==> src/rtl/fp_mult_seq_if.sv <==
`default_nettype none
// ---------------------------------------------------------------------------
// fp_mult_seq_if : operand/result valid-ready bundle for fp_mult_seq
// Revision 1.0
// ---------------------------------------------------------------------------
interface fp_mult_seq_if #(
  parameter int EXP_W  = 8,
  parameter int FRAC_W = 23
);
  localparam int W = EXP_W + FRAC_W + 1;

  logic         in_valid;
  logic         in_ready;
  logic [W-1:0] a;
  logic [W-1:0] b;
  logic [1:0]   rnd_mode;
  logic         out_valid;
  logic         out_ready;
  logic [W-1:0] result;
  logic         overflow;
  logic         underflow;
  logic         inexact;
  logic         invalid;

  modport master (
    output in_valid, a, b, rnd_mode, out_ready,
    input  in_ready, out_valid, result, overflow, underflow, inexact, invalid
  );

  modport slave (
    input  in_valid, a, b, rnd_mode, out_ready,
    output in_ready, out_valid, result, overflow, underflow, inexact, invalid
  );
endinterface
`default_nettype wire

==> src/rtl/fp_mult_seq.sv <==
`default_nettype none
// ---------------------------------------------------------------------------
// fp_mult_seq : handshaked multi-cycle IEEE-754 multiplier, shift-add core
// Revision 1.0
// ---------------------------------------------------------------------------
module fp_mult_seq #(
  parameter int EXP_W  = 8,
  parameter int FRAC_W = 23
) (
  input  wire logic     clk,
  input  wire logic     rst,
  fp_mult_seq_if.slave  bus
);
  localparam int W     = EXP_W + FRAC_W + 1;
  localparam int N     = FRAC_W + 1;
  localparam int EW2   = EXP_W + 2;
  localparam int CNT_W = $clog2(N);
  localparam logic [CNT_W-1:0] c_cnt_last = CNT_W'(N - 1);
  localparam logic [EW2-1:0]   c_bias     = EW2'((1 << (EXP_W - 1)) - 1);
  localparam logic [EW2-1:0]   c_emax     = EW2'((1 << EXP_W) - 1);
  localparam logic [W-1:0]     c_qnan     = {1'b0, {EXP_W{1'b1}}, 1'b1, {(FRAC_W-1){1'b0}}};

  typedef enum logic [1:0] {IDLE = 2'd0, MUL = 2'd1, NORM = 2'd2, DONE = 2'd3} state_t;

  state_t           r_state, w_state_nxt;
  logic             r_pend;
  logic [W-1:0]     r_a, r_b;
  logic [1:0]       r_mode;
  logic [N-1:0]     r_ma, r_mb;
  logic [2*N-1:0]   r_p;
  logic [CNT_W-1:0] r_cnt;
  logic [EW2-1:0]   r_e;
  logic [W-1:0]     r_result;
  logic             r_ovf, r_unf, r_inx, r_inv;

  // Operand classification works on the latched copies, one cycle after acceptance
  logic [EXP_W-1:0] w_ea, w_eb;
  logic             w_sign, w_zero_a, w_zero_b, w_inf_a, w_inf_b, w_nan_a, w_nan_b, w_special;
  assign w_ea      = r_a[W-2:FRAC_W];
  assign w_eb      = r_b[W-2:FRAC_W];
  assign w_sign    = r_a[W-1] ^ r_b[W-1];
  assign w_zero_a  = (w_ea == '0);
  assign w_zero_b  = (w_eb == '0);
  assign w_inf_a   = (&w_ea) && (r_a[FRAC_W-1:0] == '0);
  assign w_inf_b   = (&w_eb) && (r_b[FRAC_W-1:0] == '0);
  assign w_nan_a   = (&w_ea) && (r_a[FRAC_W-1:0] != '0);
  assign w_nan_b   = (&w_eb) && (r_b[FRAC_W-1:0] != '0);
  assign w_special = w_zero_a | w_zero_b | (&w_ea) | (&w_eb);

  logic [W-1:0] w_spec_res;
  logic         w_spec_inv;
  always_comb begin
    w_spec_res = {w_sign, {(W-1){1'b0}}};
    w_spec_inv = 1'b0;
    if (w_nan_a | w_nan_b) begin
      w_spec_res = c_qnan;
    end else if ((w_zero_a & w_inf_b) | (w_inf_a & w_zero_b)) begin
      w_spec_res = c_qnan;
      w_spec_inv = 1'b1;
    end else if (w_inf_a | w_inf_b) begin
      w_spec_res = {w_sign, {EXP_W{1'b1}}, {FRAC_W{1'b0}}};
    end
  end

  // Right-shifting accumulator: the upper half absorbs one partial product per cycle
  logic [N:0] w_sum;
  assign w_sum = {1'b0, r_p[2*N-1:N]} + (r_mb[0] ? {1'b0, r_ma} : '0);

  logic [2*N-1:0]    w_pn;
  logic              w_top, w_guard, w_sticky, w_inc, w_carry, w_ovf, w_unf;
  logic [N-1:0]      w_sig;
  logic [FRAC_W-1:0] w_frac;
  logic [EW2-1:0]    w_e_fin;
  logic [W-1:0]      w_inf, w_max, w_norm_res;
  always_comb begin
    w_top    = r_p[2*N-1];
    w_pn     = w_top ? r_p : {r_p[2*N-2:0], 1'b0};
    w_sig    = w_pn[2*N-1:N];
    w_guard  = w_pn[N-1];
    w_sticky = |w_pn[N-2:0];
    w_inc    = 1'b0;
    case (r_mode)
      2'b00:   w_inc = w_guard & (w_sticky | w_sig[0]);
      2'b01:   w_inc = 1'b0;
      2'b10:   w_inc = ~w_sign & (w_guard | w_sticky);
      default: w_inc = w_sign & (w_guard | w_sticky);
    endcase
    // An all-ones significand that rounds up wraps its fraction to zero and bumps e
    w_carry = (&w_sig) & w_inc;
    w_frac  = w_sig[FRAC_W-1:0] + {{(FRAC_W-1){1'b0}}, w_inc};
    w_e_fin = r_e + {{(EW2-1){1'b0}}, w_top} + {{(EW2-1){1'b0}}, w_carry};
    w_ovf   = ~w_e_fin[EW2-1] && (w_e_fin >= c_emax);
    w_unf   = w_e_fin[EW2-1] || (w_e_fin == '0);
    w_inf   = {w_sign, {EXP_W{1'b1}}, {FRAC_W{1'b0}}};
    w_max   = {w_sign, {(EXP_W-1){1'b1}}, 1'b0, {FRAC_W{1'b1}}};
    if (w_ovf) begin
      case (r_mode)
        2'b00:   w_norm_res = w_inf;
        2'b01:   w_norm_res = w_max;
        2'b10:   w_norm_res = w_sign ? w_max : w_inf;
        default: w_norm_res = w_sign ? w_inf : w_max;
      endcase
    end else if (w_unf) begin
      w_norm_res = {w_sign, {(W-1){1'b0}}};
    end else begin
      w_norm_res = {w_sign, w_e_fin[EXP_W-1:0], w_frac};
    end
  end

  always_comb begin
    w_state_nxt = r_state;
    case (r_state)
      IDLE:    if (r_pend) w_state_nxt = w_special ? DONE : MUL;
      MUL:     if (r_cnt == c_cnt_last) w_state_nxt = NORM;
      NORM:    w_state_nxt = DONE;
      DONE:    if (bus.out_ready) w_state_nxt = IDLE;
      default: w_state_nxt = IDLE;
    endcase
  end

  always_ff @(posedge clk) begin
    if (rst) begin
      r_state  <= IDLE;
      r_pend   <= 1'b0;
      r_a      <= '0;
      r_b      <= '0;
      r_mode   <= '0;
      r_ma     <= '0;
      r_mb     <= '0;
      r_p      <= '0;
      r_cnt    <= '0;
      r_e      <= '0;
      r_result <= '0;
      r_ovf    <= 1'b0;
      r_unf    <= 1'b0;
      r_inx    <= 1'b0;
      r_inv    <= 1'b0;
    end else begin
      r_state <= w_state_nxt;
      case (r_state)
        IDLE: begin
          if (bus.in_valid && bus.in_ready) begin
            r_a    <= bus.a;
            r_b    <= bus.b;
            r_mode <= bus.rnd_mode;
            r_pend <= 1'b1;
          end
          if (r_pend) begin
            r_pend <= 1'b0;
            if (w_special) begin
              r_result <= w_spec_res;
              r_ovf    <= 1'b0;
              r_unf    <= 1'b0;
              r_inx    <= 1'b0;
              r_inv    <= w_spec_inv;
            end else begin
              r_ma  <= {1'b1, r_a[FRAC_W-1:0]};
              r_mb  <= {1'b1, r_b[FRAC_W-1:0]};
              r_p   <= '0;
              r_cnt <= '0;
              r_e   <= {2'b00, w_ea} + {2'b00, w_eb} - c_bias;
            end
          end
        end
        MUL: begin
          r_p   <= {w_sum, r_p[N-1:1]};
          r_mb  <= {1'b0, r_mb[N-1:1]};
          r_cnt <= r_cnt + 1'b1;
        end
        NORM: begin
          r_result <= w_norm_res;
          r_ovf    <= w_ovf;
          r_unf    <= w_unf;
          r_inx    <= w_guard | w_sticky | w_ovf | w_unf;
          r_inv    <= 1'b0;
        end
        default: ;
      endcase
    end
  end

  assign bus.in_ready  = (r_state == IDLE) && !r_pend;
  assign bus.out_valid = (r_state == DONE);
  assign bus.result    = r_result;
  assign bus.overflow  = r_ovf;
  assign bus.underflow = r_unf;
  assign bus.inexact   = r_inx;
  assign bus.invalid   = r_inv;
endmodule
`default_nettype wire

==> src/flat_wrapper.sv <==
// flat-port wrapper written by rule: the top's interface ports become plain ports
module fp_mult_seq_flat 
#(
  parameter int EXP_W  = 8,
  parameter int FRAC_W = 23
)
  (clk, rst, bus_in_valid, bus_a, bus_b, bus_rnd_mode, bus_out_ready, bus_in_ready, bus_out_valid, bus_result, bus_overflow, bus_underflow, bus_inexact, bus_invalid);
  fp_mult_seq_if #(.EXP_W(EXP_W), .FRAC_W(FRAC_W)) bus_i ();
  input  wire logic clk;
  input  wire logic rst;
  input wire logic [$bits(bus_i.in_valid)-1:0] bus_in_valid;
  input wire logic [$bits(bus_i.a)-1:0] bus_a;
  input wire logic [$bits(bus_i.b)-1:0] bus_b;
  input wire logic [$bits(bus_i.rnd_mode)-1:0] bus_rnd_mode;
  input wire logic [$bits(bus_i.out_ready)-1:0] bus_out_ready;
  output wire logic [$bits(bus_i.in_ready)-1:0] bus_in_ready;
  output wire logic [$bits(bus_i.out_valid)-1:0] bus_out_valid;
  output wire logic [$bits(bus_i.result)-1:0] bus_result;
  output wire logic [$bits(bus_i.overflow)-1:0] bus_overflow;
  output wire logic [$bits(bus_i.underflow)-1:0] bus_underflow;
  output wire logic [$bits(bus_i.inexact)-1:0] bus_inexact;
  output wire logic [$bits(bus_i.invalid)-1:0] bus_invalid;
  assign bus_i.in_valid = bus_in_valid;
  assign bus_i.a = bus_a;
  assign bus_i.b = bus_b;
  assign bus_i.rnd_mode = bus_rnd_mode;
  assign bus_i.out_ready = bus_out_ready;
  assign bus_in_ready = bus_i.in_ready;
  assign bus_out_valid = bus_i.out_valid;
  assign bus_result = bus_i.result;
  assign bus_overflow = bus_i.overflow;
  assign bus_underflow = bus_i.underflow;
  assign bus_inexact = bus_i.inexact;
  assign bus_invalid = bus_i.invalid;
  fp_mult_seq #(.EXP_W(EXP_W), .FRAC_W(FRAC_W)) u_core (.clk(clk), .rst(rst), .bus(bus_i));
endmodule
==> config.mk <==
export PLATFORM = sky130hd
export DESIGN_NAME = fp_mult_seq_flat
export DESIGN_NICKNAME = d
export VERILOG_FILES = /design/src/rtl/fp_mult_seq_if.sv /design/src/rtl/fp_mult_seq.sv /design/src/flat_wrapper.sv
export SDC_FILE = /design/constraint.sdc
export NUM_CORES = 1
export LEC_CHECK = 0
export ABC_AREA = 1
export CAP_MARGIN = 40
export CORE_MARGIN = 2
export CORE_UTILIZATION = 35
export DETAILED_ROUTE_END_ITERATION = 7
export PLACE_DENSITY = 0.57
export SYNTH_ARGS = -nofsm -noshare
export SYNTH_HDL_FRONTEND = slang
export SYNTH_SLANG_ARGS = --single-unit
==> constraint.sdc <==
create_clock -name clk -period 8.5 [get_ports clk]
set_input_delay 1.7 -clock clk [delete_from_list [all_inputs] [get_ports clk]]
set_output_delay 1.7 -clock clk [all_outputs]
set_load 0.01 [all_outputs]
Yosys cells after proc, flatten, opt, wreduce, memory -nomap -nowiden
Index checks and enable logic that the tools add are counted.
{"block": "classes", "n_addsub": 7, "n_lt_le_gt_ge": 1, "eq_ne": 11, "mux": 40, "bitwise_logic": 20, "n_reduce_logical": 29}
{"cell": "2-to-1 mux 32 bit", "n": 7}
{"cell": "2-to-1 mux 48 bit", "n": 3}
{"cell": "one-hot mux 32 bit (3 select lines)", "n": 1}
{"cell": "one-hot mux 48 bit (2 select lines)", "n": 1}
{"cell": "2-to-1 mux 24 bit", "n": 3}
{"cell": "one-hot mux 32 bit (2 select lines)", "n": 1}
{"cell": "2-to-1 mux 31 bit", "n": 2}
{"cell": "one-hot mux 24 bit (2 select lines)", "n": 1}
{"cell": "logical NOT 23 bit", "n": 2}
{"cell": "nonzero test 23 bit", "n": 2}
{"cell": "adder 24 x 25 -> 25 bit", "n": 1}
{"cell": "AND reduction 24 bit", "n": 1}
{"cell": "adder 23 x 1 -> 23 bit", "n": 1}
{"cell": "OR reduction 23 bit", "n": 1}
{"cell": "adder 10 x 1 -> 10 bit", "n": 2}
{"cell": "logical NOT 8 bit", "n": 2}
{"cell": "AND reduction 8 bit", "n": 2}
{"cell": "AND reduction 3 bit", "n": 4}
{"cell": "greater-or-equal comparator 10 x 8 -> 1 bit (second input constant)", "n": 1}
{"cell": "logical NOT 10 bit", "n": 1}
{"cell": "2-to-1 mux 5 bit", "n": 2}
{"cell": "bitwise OR 1 bit", "n": 10}
{"cell": "one-hot mux 5 bit (2 select lines)", "n": 1}
{"cell": "subtractor 10 x 7 -> 10 bit (second input constant)", "n": 1}
{"cell": "21 further kinds", "n": 55}
{"block": "word_totals", "regBits": 216, "inputBits": 70, "output_inout_bits": 38, "word_cells": 123}

Depth between registers and ports, before layout
{"block": "logic_depth", "depth_word": 12, "depth_mapped": 28, "ltp_nobuf": 26}

Worst setup path after synthesis
No wires, ideal clock.
{"block": "synth_timing", "path_type": "register to register", "from": "reg u_core.r_p[47]", "to": "reg u_core.r_result[14] (netlist: u_core.bus.result[14])", "arrival_time_ps": 3374, "required_time_ps": 8366, "path_slack_ps": 4993, "stages_incl_launch_ff": 26, "n_path_buf": 2, "period_less_slack_ps": 3507, "cell_sequence": "dfxtp_1 > inv_2 > buf_6 > nand2_1 > nand2_2 > nor2_2 > nand2_1 > a2111oi_0 > nand3_1 > nor2_1 > nand2_1 > fa_1 > inv_1 > ha_1 > nand3_1 > nor2_1 > nand2_1 > nand2_1 > nand2_1 > nor2_1 > nand2_1 > nand2_1 > clkbuf_1 > o21ai_0 > nand2_1 > a21oi_1"}
{"block": "synth_between", "elab_chain_cells": 12, "word_cells_on_any_way": 21, "cone_classes": "add/sub (3); order compare (1); mux (5); bitwise (7); reduce/logical (5)"}
{"element": "start: declaration", "line_no": "fp_mult_seq.sv:30", "rtl": "logic [2*N-1:0] r_p;"}
{"element": "start signal: assignment", "line_no": "fp_mult_seq.sv:166", "rtl": "r_p <= {w_sum, r_p[N-1:1]};"}
{"element": "parallel branches: the longest is 10 deep, another holds adder 10 x 1 -> 10 bit"}
{"element": "2-to-1 mux 32 bit (*)", "line_no": "fp_mult_seq.sv:96", "rtl": "if (w_ovf) begin"}
{"element": "one-hot mux 32 bit (2 select lines) (*)", "line_no": "fp_mult_seq.sv:140", "rtl": "case (r_state)"}
{"element": "end signal: assignment", "line_no": "fp_mult_seq.sv:151", "rtl": "r_result <= w_spec_res;"}
{"element": "end signal: assignment", "line_no": "fp_mult_seq.sv:171", "rtl": "r_result <= w_norm_res;"}
{"element": "end: declaration", "line_no": "fp_mult_seq.sv:33", "rtl": "logic [W-1:0] r_result;"}
Mark *: on every way between the ends.
A chain may end at the register's enable or synchronous reset.

Final worst setup path
{"block": "layout_timing", "from": "reg u_core.r_p[47]", "to": "reg u_core.r_result[19] (netlist: u_core.bus.result[19])"}
Same word-level chain as after synthesis.

==> flow_metrics.env <==
export IMPL_status="finished, final reports clean"
export IMPL_drtIter0Drc=647
export IMPL_synth_xor_area_share_pct=1.67
export IMPL_cts_tree="done"
export IMPL_ioPinCount=108
export IMPL_netlist_instances=1793
export IMPL_dr_total_vias=11400
export IMPL_wirelength_microns=32600
export IMPL_grt_pass1_wl_microns=54700
export IMPL_worstMarginPinSlew_ns=0.742
export IMPL_fmaxAchievable_mhz=214
export IMPL_p_leak_nw=6.06
export IMPL_netlist_top_cell_by_area="dfxtp_1"
export IMPL_post_drt_wl_per_cell_microns=14.0
export IMPL_syn_mean_instance_area_sq_um=6.70
export IMPL_required_ns=8.98
export IMPL_gp_congestion=0.920
export IMPL_slowest_delay_ns=0.67
export IMPL_antenna_found_initial=0
export IMPL_clock_latency_ns=0.55
export IMPL_die_y_microns=189
export IMPL_slew_violations=0
export IMPL_post_cts_setup_buffer_count=0
export IMPL_tns_ns=0
export IMPL_antennaDiodeCount=0
export IMPL_synth_async_reset_ratio_pct=0
export IMPL_synth_edff_count=0
export IMPL_root_buffer="clkbuf_16"
export IMPL_synth_fa_ha_area_share_pct=4.98
export IMPL_timing_final_crit_share_pct=54.9
export IMPL_path_clk_slew_ns=0.07
export IMPL_grt_start_max_net_pins=103
export IMPL_area_delta_synth_final_pct=19.1
export IMPL_cp_arrival_ns=5.14
export IMPL_ant_nets=0
export IMPL_row_count=67
export IMPL_initial_core_util_pct=35.7
export IMPL_synth_mux_area_share_pct=0
export IMPL_postCtsHoldBufs=0
export IMPL_cpMaxStageDelayCell="dfxtp_1"
export IMPL_netlist_area_sq_mm=0.0120
export IMPL_yosys_area_share_simple_pct=29.2
export IMPL_vdd_drop_max_v=0.000155
export IMPL_rsz0062_at_grt="false"
export IMPL_fin_nets=1974
export IMPL_synthTopCellsByArea="dfxtp_1 (36%), nand2_1 (15%), a21oi_1 (8.9%)"
export IMPL_worstPathCellList="inv_2 -> nand2_1 -> nand2_2 -> nor2_2 -> nand2_1 -> a2111oi_0 -> nand3_1 -> nor2_1 -> nand2_1 -> fa_1 -> inv_1 -> ha_1 -> nand3_1 -> nor2_1 -> nand3_1 -> nand2_1 -> inv_1 -> nand2_1 -> nor2_1 -> nor2_1 -> nand3_1 -> nand2_1 -> nand2_1 -> a21oi_1"
export IMPL_maxCapViolCount=0
export IMPL_final_layout_size_suffix_gt1_share_pct=6.92
export IMPL_finClkSkew_ns=0.0165
export IMPL_drcViolationCount=0
export IMPL_die_area_sq_mm=0.0358
export IMPL_syn_nets=1909
export IMPL_synth_common_cells="nand2_1 (483), dfxtp_1 (216), a21oi_1 (214)"
export IMPL_drt_vias_per_instance=4.92
export IMPL_htreeDepth=1
export IMPL_yosys_warnings=0
export IMPL_dp_final_hpwl_microns=24000
export IMPL_crit_path_frequent_cell="nand2_1"
export IMPL_setup_viol=0
export IMPL_core_area_sq_mm=0.0337
export IMPL_cts_sink_count=216
export IMPL_relSlewSlack_pct=50.4
export IMPL_post_cts_resized=0
export IMPL_post_route_min_period_ns=4.67
export IMPL_synth_seq_area_share_pct=36.0
export IMPL_cts_buffers=26
export IMPL_grtUsageTotal_pct=18.2
export IMPL_place_inst=2278
export IMPL_layout_cells_non_filler=2326
export IMPL_startpoint_type="register"
export IMPL_critPathKind="reg -> reg"
export IMPL_synth_top_family_by_area="simple AND/OR/NAND/NOR gates"
export IMPL_synth_cell_types=49
export IMPL_synth_most_common_cell="nand2_1"
export IMPL_first_pass_iters=5
export IMPL_pwr_density_cell_mw_per_mm2=237
export IMPL_portBuffers=107
export IMPL_gr_total_overflow=0
export IMPL_crit_path_max_fanout=17
export IMPL_synth_compound_area_share_pct=18.6
export IMPL_hold_path_class="reg -> reg"
export IMPL_worst_setup_path_end_kind="register"
export IMPL_grt_pass1_vias=10900
export IMPL_netlist_area_leader_share_pct=36.0
export IMPL_finalHoldViolCount=0
export IMPL_ys_ff_latch=216
export IMPL_synthFlopType="dfxtp_1"
export IMPL_clockBufferDepth=3
export IMPL_die_width_microns=189
==> placed cells by master (no fill, tap or decap), drive strengths merged, types with 2 or more instances in the layout <==
master / count
nand2: 501
a21oi: 217
dfxtp: 216
inv: 198
o21ai: 160
nand3: 120
nor2: 108
clkdlybuf4s50: 106
ha: 43
clkbuf: 37
nand4: 34
a31oi: 23
or2: 18
buf: 14
nor3: 12
xnor2: 11
xor2: 11
a21o: 8
clkinv: 8
o21bai: 7
nand3b: 4
clkinvlp: 4
fa: 3
o211ai: 2
a211oi: 2
nor3b: 2
nand2b: 2
and2: 2
==> path summary, 6_finish.rpt <==
path                                           start                     to  slack, ns  depth (start not counted)
worst min register to register  u_core.bus.result[5]   u_core.bus.result[5]       0.46                          2
worst max-delay path                  u_core.r_p[47]  u_core.bus.result[19]       3.83                         24
worst min-delay path            u_core.bus.result[5]   u_core.bus.result[5]       0.46                          2
worst max register to register        u_core.r_p[47]  u_core.bus.result[19]       3.83                         24
==> worst max-delay path: cells and delay by family, from the launching register on <==
family	cells	cell delay [ns]
AO/OA/AOI/OAI	2	0.55
buffers and inverters	3	0.42
AND/OR/NAND/NOR	17	2.32
adder cells (fa/ha/maj)	2	0.62
flip-flops	1	0.67
==> per-layer routing <==
layer	share of wire, %	vias up	wire, microns	track usage [%]
met4	1.8	0	587	4.00
met1	51	5141	16700	26.4
met3	4.7	46	1520	2.52
met5	0	-	0	0
met2	42	239	13900	28.7
li1	-	6012	-	-
==> state kept, by name, summed over array words and instances (netlist names) <==
| register | cells |
|---|---|
| u_core.r_ma | 24 |
| u_core.bus.result | 32 |
| u_core.r_mb | 24 |
| u_core.r_mode | 2 |
| u_core.r_p | 48 |
| u_core.bus.overflow | 1 |
| u_core.r_b | 32 |
| u_core.bus.inexact | 1 |
| u_core.bus.invalid | 1 |
| u_core.r_pend | 1 |
| u_core.r_a | 32 |
| u_core.bus.underflow | 1 |
| u_core.r_e | 10 |
| u_core.r_cnt | 5 |
| u_core.r_state | 2 |
==> logic make-up (layout without fill, tap and decap cells) <==
kind of cell / Yosys count / in the layout
AO/OA/AOI/OAI: 422 / 422
AND/OR/NAND/NOR: 805 / 805
XOR/XNOR: 22 / 22
flip-flops: 216 / 216
adder cells (fa/ha/maj): 46 / 46
buffers and inverters: 282 / 367
==> report_power, final <==
part           internal, mW  switching, mW
clock                 0.629          0.465
sequential             1.17         0.0936
combinational         0.333          0.710
==> metrics by stage <==
stage	area [sq um]	setup slack [ns]	total power, mW	util (%)	hold WS, ns
3_3_place_gp	13300	3.94	2.28	39.5	0.455
4_1_cts	14300	3.84	3.43	42.5	0.465
6_report	14300	3.83	3.40	42.5	0.465
2_1_floorplan	12000	4.99	2.00	-	0.440
5_1_grt	14300	3.18	3.63	42.5	0.481
3_5_place_dp	13500	3.86	2.33	39.9	0.456
==> layout make-up <==
class	count	area (sq um)
clock buffers	37	762
well taps	448	561
multi-input cells	1295	6570
inverters	199	747
repair buffers	120	1250
flip-flops and latches	216	4320
clock inverters	11	91.3
fillers	3540	19400
No activity file was read; power rests on OpenSTA's default activity.
